===== src/rtl/wb_common_pkg.sv =====
// wb_common_pkg: shared Wishbone constants and helpers.
// CTI encodings, register byte offsets, burst test.
package wb_common_pkg;

  typedef enum logic [2:0] {
    CTI_CLASSIC = 3'b000,
    CTI_CONST   = 3'b001,
    CTI_INCR    = 3'b010,
    CTI_EOB     = 3'b111
  } cti_e;

  localparam int NUM_REGS = 4;

  localparam logic [3:0] REG0_OFF = 4'h0;
  localparam logic [3:0] REG1_OFF = 4'h4;
  localparam logic [3:0] REG2_OFF = 4'h8;
  localparam logic [3:0] REG3_OFF = 4'hC;

  function automatic logic is_burst(
    input logic [2:0] cti
  );
    return (cti == CTI_CONST) ||
           (cti == CTI_INCR);
  endfunction

endpackage


===== src/rtl/wb_slave_ack_ctrl.sv =====
// wb_slave_ack_ctrl: registered Wishbone ack generator.
// In: clk, rst, req_i, cti_i. Out: ack_o (flop), ack_nxt_o (its D).
module wb_slave_ack_ctrl
  import wb_common_pkg::*;
(
  input  logic       clk,
  input  logic       rst,
  input  logic       req_i,
  input  logic [2:0] cti_i,
  output logic       ack_o,
  output logic       ack_nxt_o
);

  logic ack_d;
  logic ack_q;

  // A fresh request is acked next cycle. Once acked,
  // only a burst cti keeps ack high; classic or EOB
  // forces one low cycle before the next ack.
  always_comb begin
    ack_d = 1'b0;
    if (req_i) begin
      ack_d = ack_q ? is_burst(cti_i) : 1'b1;
    end
  end

  always_ff @(posedge clk) begin
    if (rst) begin
      ack_q <= 1'b0;
    end else begin
      ack_q <= ack_d;
    end
  end

  assign ack_o     = ack_q;
  assign ack_nxt_o = ack_d;

endmodule


===== src/rtl/testing_wb_slave.sv =====
// testing_wb_slave: four-register Wishbone slave, byte-lane writes.
// Ports: wb_clk/wb_rst, wb_*_i request side, wb_dat_o/ack/err/rty out.
module testing_wb_slave
  import wb_common_pkg::*;
#(
  parameter int dw = 32,
  parameter int aw = 32
) (
  input  logic            wb_clk,
  input  logic            wb_rst,
  input  logic [aw-1:0]   wb_adr_i,
  input  logic [dw-1:0]   wb_dat_i,
  input  logic [dw/8-1:0] wb_sel_i,
  input  logic            wb_we_i,
  input  logic            wb_cyc_i,
  input  logic            wb_stb_i,
  input  logic [2:0]      wb_cti_i,
  input  logic [1:0]      wb_bte_i,
  output logic [dw-1:0]   wb_dat_o,
  output logic            wb_ack_o,
  output logic            wb_err_o,
  output logic            wb_rty_o
);

  logic          req;
  logic          ack_q;
  logic          ack_nxt;
  logic [1:0]    idx;
  logic [dw-1:0] wr_mask;
  logic [dw-1:0] dat_d;
  logic [dw-1:0] dat_q;
  logic [dw-1:0] regs_d [NUM_REGS];
  logic [dw-1:0] regs_q [NUM_REGS];
  logic          unused_ok;

  assign req = wb_cyc_i & wb_stb_i;
  assign idx = wb_adr_i[3:2];

  // Burst type and non-select address bits have no effect.
  assign unused_ok = ^{wb_bte_i,
                       wb_adr_i[aw-1:4],
                       wb_adr_i[1:0]};

  wb_slave_ack_ctrl u_ack (
    .clk       (wb_clk),
    .rst       (wb_rst),
    .req_i     (req),
    .cti_i     (wb_cti_i),
    .ack_o     (ack_q),
    .ack_nxt_o (ack_nxt)
  );

  always_comb begin
    wr_mask = '0;
    for (int b = 0; b < dw/8; b++) begin
      wr_mask[8*b +: 8] = {8{wb_sel_i[b]}};
    end
    regs_d = regs_q;
    if (ack_q && wb_we_i) begin
      regs_d[idx] = (regs_q[idx] & ~wr_mask) |
                    (wb_dat_i & wr_mask);
    end
    // Read from next-state view so a write
    // committing this edge is forwarded.
    dat_d = ack_nxt ? regs_d[idx] : dat_q;
  end

  always_ff @(posedge wb_clk) begin
    if (wb_rst) begin
      regs_q <= '{default: '0};
      dat_q  <= '0;
    end else begin
      regs_q <= regs_d;
      dat_q  <= dat_d;
    end
  end

  assign wb_dat_o = dat_q;
  assign wb_ack_o = ack_q;
  assign wb_err_o = 1'b0;
  assign wb_rty_o = 1'b0;

endmodule


===== config.mk =====
export PLATFORM = sky130hd
export DESIGN_NAME = testing_wb_slave
export DESIGN_NICKNAME = d
export VERILOG_FILES = /design/src/rtl/wb_common_pkg.sv /design/src/rtl/wb_slave_ack_ctrl.sv /design/src/rtl/testing_wb_slave.sv
export SDC_FILE = /design/constraint.sdc
export NUM_CORES = 1
export LEC_CHECK = 0
export CAP_MARGIN = 20
export CORE_ASPECT_RATIO = 1.5
export CORE_MARGIN = 3
export CORE_UTILIZATION = 60
export CTS_CLUSTER_DIAMETER = 30
export DETAILED_ROUTE_END_ITERATION = 7
export PLACE_DENSITY = 0.86
export SETUP_SLACK_MARGIN = 0.3
export SLEW_MARGIN = 20
export SYNTH_ARGS = -nofsm -noshare
export SYNTH_HDL_FRONTEND = slang
export SYNTH_SLANG_ARGS = --single-unit

===== constraint.sdc =====
create_clock -name wb_clk -period 3.9 [get_ports wb_clk]
set_input_delay 0.39 -clock wb_clk [delete_from_list [all_inputs] [get_ports wb_clk]]
set_output_delay 0.39 -clock wb_clk [all_outputs]
set_load 0.01 [all_outputs]

==> results of run 1 <==
layout make-up:
class                      count  area share
inverter                       3     0.00116
clock inverter                 9      0.0132
timing repair buffer         100      0.0988
tap                          162      0.0208
sequential                   161       0.331
multi-input combinational    653       0.484
clock buffer                  22      0.0508
power by group:
| group | leakage, nW | internal, mW | switching, mW |
|---|---|---|---|
| clock | 0.304 | 1.09 | 0.659 |
| combinational | 1.45 | 0.179 | 0.242 |
| sequential | 1.30 | 1.68 | 0.0228 |
| total | 3.06 | 2.95 | 0.923 |
per-stage QoR:
step | instance area, µm² | setup WS (ns) | std cells
2_1_floorplan | 8510 | 2.44 | 916
3_3_place_gp | 9110 | 1.38 | 1079
3_5_place_dp | 9110 | 1.36 | 1079
4_1_cts | 9730 | 1.53 | 1110
5_1_grt | 9730 | 1.29 | 1110
6_report | 9730 | 1.46 | 1110
flip-flops by register name (all words and copies together), names as in the netlist:
register and cells:
regs_q 128, u_ack.ack_o 1, wb_dat_o 32
cell usage after synthesis, types with 5 or more instances:
library cell  number
buf_6             16
o211ai_1         106
a211oi_1          32
dfxtp_1          161
mux4_2            31
a311oi_2          29
o21ai_0           17
a21oi_1          128
nand2b_1          32
nand3_1           26
clkbuf_1          34
mux2_2            53
o21ai_1            5
buf_4             11
buf_2             33
nand2_1          170
per-layer routing:
layer,GRT usage,up-vias
met3,0.0509,73
met1,0.362,3631
met2,0.479,380
li1,-,3442
met5,0,-
met4,0.139,0
cell families (layout without fill, tap and decap cells):
| logic type | after synthesis | after routing | synth area share |
|---|---|---|---|
| other cells | 1 | 2 | 0.000441 |
| compound gates | 321 | 321 | 0.266 |
| buf+inv | 102 | 134 | 0.0693 |
| mux | 85 | 85 | 0.155 |
| simple gates | 244 | 244 | 0.129 |
| xor+xnor | 1 | 1 | 0.00103 |
| flops | 161 | 161 | 0.379 |
cells in the final DEF, fill, tap and decap left out, types with 3 or more instances in the layout:
cell type | netlist | final
buf_4 | 11 | 22
mux2_2 | 53 | 53
nand2_1 | 170 | 170
a211oi_1 | 32 | 32
bufinv_16 | 0 | 3
o211ai_1 | 106 | 106
nand2b_1 | 32 | 32
o21ai_1 | 5 | 5
dfxtp_1 | 161 | 161
clkdlybuf4s50_1 | 0 | 75
clkinv_2 | 0 | 3
a21oi_1 | 128 | 128
clkbuf_16 | 0 | 17
and3_1 | 4 | 4
clkbuf_8 | 0 | 5
mux4_2 | 31 | 31
a311oi_2 | 29 | 29
o21ai_0 | 17 | 17
inv_1 | 3 | 3
nand3_1 | 26 | 26
a311oi_1 | 3 | 3
path summary, 6_finish.rpt:
| path | from | to | slack, ns | cells after the start |
|---|---|---|---|---|
| min reg2reg | regs_q[24] | regs_q[24] | 0.47 | 2 |
| max | u_ack.ack_o | regs_q[103] | 1.46 | 4 |
| min | regs_q[24] | regs_q[24] | 0.47 | 2 |
| max reg2reg | u_ack.ack_o | regs_q[103] | 1.46 | 4 |
worst max-delay path, stage by stage, from the launching register on:
cell       delay (ns)
dfxtp_1          0.77
nand4bb_1        0.71
buf_4            0.48
o21ai_0          0.23
a21oi_1          0.09
==> run_results.csv, run 1 <==
group,metric,value,unit
yosys,synth_area_leaders,"dfxtp_1 (38%), o211ai_1 (9.4%), mux4_2 (8.2%), a21oi_1 (7.5%), nand2_1 (7.5%)",
global_routing,grt_max_degree,80,
sta,final_max_slew_viol_count,0,
sta,setup_violations,0,
cts,cts_root_buf,"clkbuf_16",
global_routing,overflow,0,
yosys,synth_top_area_cell,"dfxtp_1",
sta,final.period_utilization,0.625,
cells_and_area,antenna_cells,0,
status,status,"finished, final reports clean",
sta,tightest_slew,0.944,ns
cells_and_area,finish.utilization,0.712,
cts,htreeDepth,4,
cts,cts_resized,0,
floorplanning,die_y,152,µm
setup_path,cp-end-kind,"register",
sta,holdWs,0.467,ns
cts,cts_buffers,17,
yosys,syn_inst,915,
power_and_ir_drop,powerDensity,398,nW/µm²
cts,clk_latency,0.42,ns
sta,tns,0,ns
floorplanning,design.die.area,15700,µm²
yosys,syn_area,8510,µm²
cts,post_cts_buffers,0,
routing,drtAntennaViolNets,0,
routing,wl_per_cell,20.2,µm
yosys,synth_top_area_frac,0.379,
run,drv_cap,0,
cells_and_area,multiInputGateArea,4710,µm²
routing,wl_met1,8690,µm
cts,cts_tree,"built",
sta,min_period,2.44,ns
yosys,synth_flop_cell,"dfxtp_1",
yosys,synth_seq_area_share,0.379,
setup_path,required,4.16,ns
sta,slew_headroom,0.371,
global_routing,first_global_vias,7344,
routing,met3_wirelength,1640,µm
routing,first_iter_violations,649,
routing,route.met2.wl,11300,µm
routing,drt-vias-per-instance,6.78,
placed_design,gp_congestion,0.791,
floorplanning,rows,52,
yosys,ys_warn_count,0,
cells_and_area,layout.nets,1014,
yosys,synth-seq-cells,161,
routing,dr.pass1.iters,5,
floorplanning,num_io_pins,113,
cells_and_area,drive_gt1_frac,0.181,
cts,path_clk_slew,0.06,ns
routing,via_count,7526,
placed_design,hpwl,13100,µm
sta,finalHoldViolations,0,
cts,cts_hold_buffers,0,
yosys,syn_avg_cell_area,9.30,µm²
yosys,synth_edf_count,0,
yosys,async_reset_ff_frac,0,
cells_and_area,fillCellCount,945,
setup_path,critPathLaunchType,"register",
power_and_ir_drop,p_total,3.87,mW
cells_and_area,area_growth,14.3,%
sta,rsz0062_at_grt,"false",
setup_path,critPathArrivalTime,2.70,ns
routing,highest_layer,"met4",
routing,wl,22500,µm
global_routing,grt_usage,0.291,
worst_hold_path,hp-class,"register to register",
yosys,synthDistinctLibCells,33,
floorplanning,die_w,103,µm
power_and_ir_drop,worst_ir_drop_vdd,300,µV
cts,cts_sinks,161,
sta,skew,0.00693,ns
global_routing,antenna_found_initial,0,
routing,drcViolationCount,0,
setup_path,critPathKind,"register to register",
cells_and_area,seqCellArea,3220,µm²
global_routing,grt_pass1_wl,36600,µm
floorplanning,core,13700,µm²
placed_design,numPortBuffers,78,
cts,cts_buffer_depth,2,
power_and_ir_drop,leakage,3.06,nW
floorplanning,start_util,0.623,
setup_path,critPathMaxFanout,19,
sta,max_freq,0.410,GHz
(Power assumes the default switching activity.)
==> run 2, diff against run 1 <==
CORE_UTILIZATION = 50   (was 60)
PLACE_DENSITY = 0.76   (was 0.86)
clock period = 2 ns   (was 3.9 ns; I/O delays follow)
==> run 2 against run 1 <==
Net effect: worst setup slack worse by 1.0 ns; die area is 19% higher; via count is 0.49% lower; global-route usage is 4.4 points lower; non-clock buffer count is 25 higher; critical path depth is 3 lower; clock power is 99% higher; register-to-register slack worse by 0.95 ns; core utilization is 9.6 points lower; count of clock-buffer cells in the layout is 2 higher.
==> run_results.csv, run 2 (synthesized netlist as in run 1, its figures left out) <==
group,metric,value,unit
status,status,"finished, final reports clean",
setup_path,crit_chain,"clkdlybuf4s50_1",
routing,wl_per_cell,19.6,µm
placed_design,numPortBuffers,78,
cells_and_area,antenna_cells,0,
cts,cts_root_buf,"clkbuf_16",
cts,cts_buffer_depth,2,
placed_design,hpwl,14700,µm
routing,dr.pass1.iters,5,
setup_path,critPathLaunchType,"register",
run,drv_cap,0,
floorplanning,core,16500,µm²
cells_and_area,area_growth,19.2,%
cells_and_area,final_common_cell,"nand2_1",
sta,fin_ws,0.445,ns
placed_design,dp.cells,1148,
power_and_ir_drop,worst_ir_drop_vdd,490,µV
sta,tns,0,ns
routing,first_iter_violations,518,
cts,clk_latency,0.42,ns
cts,cts_sinks,161,
placed_design,pre_cts_slack,0.0897,ns
routing,drt-vias-per-instance,6.35,
cells_and_area,finish.utilization,0.616,
setup_path,path_delay_family,"buffers and inverters",
sta,max_freq,0.643,GHz
placed_design,placed_cell_area,9510,µm²
global_routing,grt_usage,0.247,
cells_and_area,design_area,10100,µm²
floorplanning,die_y,166,µm
sta,final.period_utilization,0.777,
setup_path,slowest_stage,"clkdlybuf4s50_1",
global_routing,overflow,0,
floorplanning,num_io_pins,113,
setup_path,required,1.80,ns
global_routing,first_global_vias,7360,
setup_path,critPathMaxStageDelay,0.56,ns
setup_path,cp-end-kind,"output pin",
cts,cts_tree,"built",
setup_path,critPathKind,"register to output pin",
cells_and_area,drive_gt1_frac,0.199,
power_and_ir_drop,p_total,7.71,mW
floorplanning,die_w,113,µm
cells_and_area,layout.nets,1039,
cells_and_area,top_register,"regs_q",
sta,min_period,1.55,ns
setup_path,critPathArrivalTime,1.35,ns
global_routing,grt_max_degree,93,
sta,final_max_slew_viol_count,0,
routing,wl,23100,µm
cts,post_cts_buffers,0,
cells_and_area,largest_register_ffs,128,
setup_path,critPathMaxFanout,2,
worst_hold_path,hp-class,"primary input to register",
cells_and_area,final_cell_mix,"nand2_1 (170), dfxtp_1 (161), a21oi_1 (128), o211ai_1 (106), clkdlybuf4s50_1 (74)",
cts,cts_hold_buffers,0,
global_routing,antenna_found_initial,0,
routing,drcViolationCount,0,
cts,cts_buffers,17,
floorplanning,start_util,0.517,
sta,skew,0.00920,ns
setup_path,worst-path-buf-inv,1,
sta,rsz0062_at_grt,"false",
global_routing,grt_pass1_wl,37500,µm
placed_design,gp_congestion,0.802,
floorplanning,design.die.area,18700,µm²
power_and_ir_drop,leakage,3.25,nW
sta,setup_violations,0,
cells_and_area,final-instance-count-excl-fill,1180,
routing,via_count,7489,
routing,drtAntennaViolNets,0,
sta,holdWs,0.280,ns
sta,finalHoldViolations,0,
cts,htreeDepth,4,
floorplanning,rows,57,
cts,path_clk_slew,0.06,ns
power_and_ir_drop,powerDensity,760,nW/µm²
-- run 2: layout make-up --
type / instances / area, µm²
Clock buffer: 24 / 482
Fill cell: 1355 / 6330
Sequential cell: 161 / 3220
Timing Repair Buffer: 125 / 1310
Inverter: 3 / 11.3
Multi-Input combinational cell: 653 / 4720
Clock inverter: 8 / 149
Tap cell: 206 / 258
-- run 2: timing repair --
item                                    in CTS  in global routing
cloned                                       0                  0
endpoints found under the setup margin       1                  1
gates resized for setup                      1                  1
-- run 2: final timing paths --
check	from	endpoint	slack, ns	cells past startpoint
worst min-delay path	wb_rst	regs_q[20]	0.28	3
worst min register to register	regs_q[51]	regs_q[51]	0.47	2
worst max register to register	u_ack.ack_o	regs_q[47]	0.51	5
worst max-delay path	wb_dat_o[17]	wb_dat_o[17]	0.45	1
-- run 2: routing by layer --
layer,share of wire,global-route usage,vias to the layer above,wire (µm)
met5,0,0,-,0
met4,0.023,0.103,0,521
met3,0.062,0.0445,44,1440
met2,0.52,0.424,294,12000
met1,0.39,0.303,3644,9140
li1,-,-,3507,-
-- run 2: power by group --
| group | switching [mW] | internal (mW) |
|---|---|---|
| clock network | 1.30 | 2.20 |
| logic | 0.489 | 0.409 |
| registers | 0.0423 | 3.27 |
| total | 1.83 | 5.88 |
==> run 3, diff against run 2 <==
clock period = 1.4 ns   (was 2 ns; I/O delays follow)
==> run 3 against run 2 <==
Net effect: largest cell class unchanged; critical path depth increased by 4; final area increased by 8.2%; the run now ends with negative setup slack left; final cell count up 4.2%; clock skew grew 0.0039 ns; flip-flop and latch count is the same; via count increased by 6.6%; clock power is 31% higher; core utilization is 5.1 points higher; wire length increased by 15%; global-route usage increased by 1.3 points; hold slack got worse by 0.10 ns; sequential power increased by 43%.
==> run_results.csv, run 3 (synthesized netlist as in run 1, its figures left out) <==
group,metric,value,unit
routing,drtAntennaViolNets,0,
floorplanning,die_y,166,µm
sta,finalHoldViolations,0,
power_and_ir_drop,p_total,10.8,mW
worst_hold_path,hp-class,"primary input to register",
global_routing,grt_usage,0.260,
setup_path,required,1.73,ns
power_and_ir_drop,worst_ir_drop_vdd,790,µV
global_routing,overflow,0,
power_and_ir_drop,powerDensity,985,nW/µm²
placed_design,pre_cts_slack,-0.269,ns
routing,first_iter_violations,700,
routing,dr.pass1.iters,5,
cts,clk_latency,0.42,ns
sta,final.period_utilization,1.04,
cells_and_area,area_growth,29.0,%
sta,skew,0.0131,ns
placed_design,gp_congestion,0.813,
setup_path,critPathMaxFanout,8,
status,status,"finished with violations",
sta,setup_violations,1,
floorplanning,num_io_pins,113,
sta,max_freq,0.690,GHz
setup_path,critPathMaxStageDelay,0.40,ns
run,drv_cap,0,
placed_design,hpwl,15700,µm
floorplanning,core,16500,µm²
cells_and_area,top_register,"regs_q",
power_and_ir_drop,power.internal,7.87,mW
cts,htreeDepth,4,
sta,slew_headroom,0.586,
sta,fin_ws,-0.0490,ns
floorplanning,rows,57,
placed_design,dp.cells,1177,
cts,cts_root_buf,"clkbuf_16",
sta,rsz0062_at_grt,"true",
power_and_ir_drop,p_switching,2.94,mW
global_routing,antenna_found_initial,1,
floorplanning,die_w,113,µm
status,failed_checks,"negative setup slack",
cells_and_area,largest_register_ffs,128,
placed_design,numPortBuffers,78,
setup_path,critPathArrivalTime,1.78,ns
cells_and_area,antenna_cells,0,
setup_path,critPathKind,"register to register",
global_routing,grt_pass1_wl,39700,µm
setup_path,cp-end-kind,"register",
cells_and_area,finish.utilization,0.667,
routing,wl,26500,µm
setup_path,regToRegSetupSlack,-0.05,ns
routing,via_count,7981,
cells_and_area,drive_gt1_frac,0.367,
routing,drcViolationCount,0,
setup_path,slowest_stage,"dfxtp_4",
power_and_ir_drop,leakage,3.65,nW
cells_and_area,layout.nets,1089,
cts,path_clk_slew,0.07,ns
power_and_ir_drop,p_clk_frac,0.424,
setup_path,critPathLaunchType,"register",
cells_and_area,final_cell_mix,"nand2_1 (169), dfxtp_1 (130), a21oi_1 (124), o211ai_1 (106), mux2_2 (53)",
sta,tightest_slew,0.621,ns
global_routing,first_global_vias,7706,
sta,min_period,1.45,ns
power_and_ir_drop,comb_power_share,0.136,
cells_and_area,final-instance-count-excl-fill,1230,
sta,final_max_slew_viol_count,0,
routing,drt-vias-per-instance,6.49,
floorplanning,design.die.area,18700,µm²
cts,cts_buffers,17,
cts,cts_tree,"built",
power_and_ir_drop,pwr-share-seq,0.440,
setup_path,crit_chain,"buf_8 -> and4b_4 -> clkbuf_16 -> o211ai_1 -> a21oi_1",
sta,holdWs,0.179,ns
placed_design,placed_cell_area,10000,µm²
global_routing,grt_max_degree,82,
cells_and_area,final_common_cell,"nand2_1",
cts,cts_buffer_depth,2,
power_and_ir_drop,swShare,0.272,
floorplanning,start_util,0.517,
routing,wl_per_cell,21.5,µm
cells_and_area,design_area,11000,µm²
cts,cts_sinks,161,
sta,tns,-0.0490,ns
## run 3: critical path, delay by kind of cell, from the launching register on
family | cells | cell delay [ns]
flops | 1 | 0.40
simple gates | 1 | 0.33
compound gates | 2 | 0.31
buf+inv | 2 | 0.33
## run 3: repair_timing
action / 4_1_cts / 5_1_grt
pin swaps: 3 / 17
setup buffers: 9 / 1
resized for setup: 185 / 59
endpoints found under the setup margin: 194 / 163
gates cloned: 5 / 6
hold buffers: 0 / 0
endpoints found under the hold margin: 0 / 0
## run 3: power by group through the flow
stage          clock network, mW  logic (mW)  registers, mW
2_1_floorplan                  0       0.791           4.87
3_3_place_gp                   0        1.40           4.85
3_5_place_dp                   0        1.42           4.85
4_1_cts                     4.61        1.40           4.75
5_1_grt                     4.82        1.56           4.77
6_report                    4.58        1.47           4.76
## run 3: metal layers
metal / vias up / global-route usage / wire, µm
met2: 365 / 0.449 / 13600
met4: 2 / 0.105 / 874
met5: - / 0 / 13
li1: 3609 / - / -
met3: 74 / 0.0445 / 1890
met1: 3931 / 0.318 / 10100
## run 3: worst paths after layout
check | cells past startpoint | endpoint | start
worst max-delay path | 5 | regs_q[79] | u_ack.ack_o
worst min-delay path | 3 | wb_dat_o[20] | wb_rst
worst max register to register | 5 | regs_q[79] | u_ack.ack_o
worst min register to register | 2 | regs_q[32] | regs_q[32]
## run 3: cell type report
type                    instances  area, µm²
clock buffers                  18        429
clock inverters                14        143
fillers                      1225       5490
inverters                       3       11.3
multi-input cells             653       5050
flip-flops and latches        161       3260
well taps                     206        258
repair buffers                175       1830
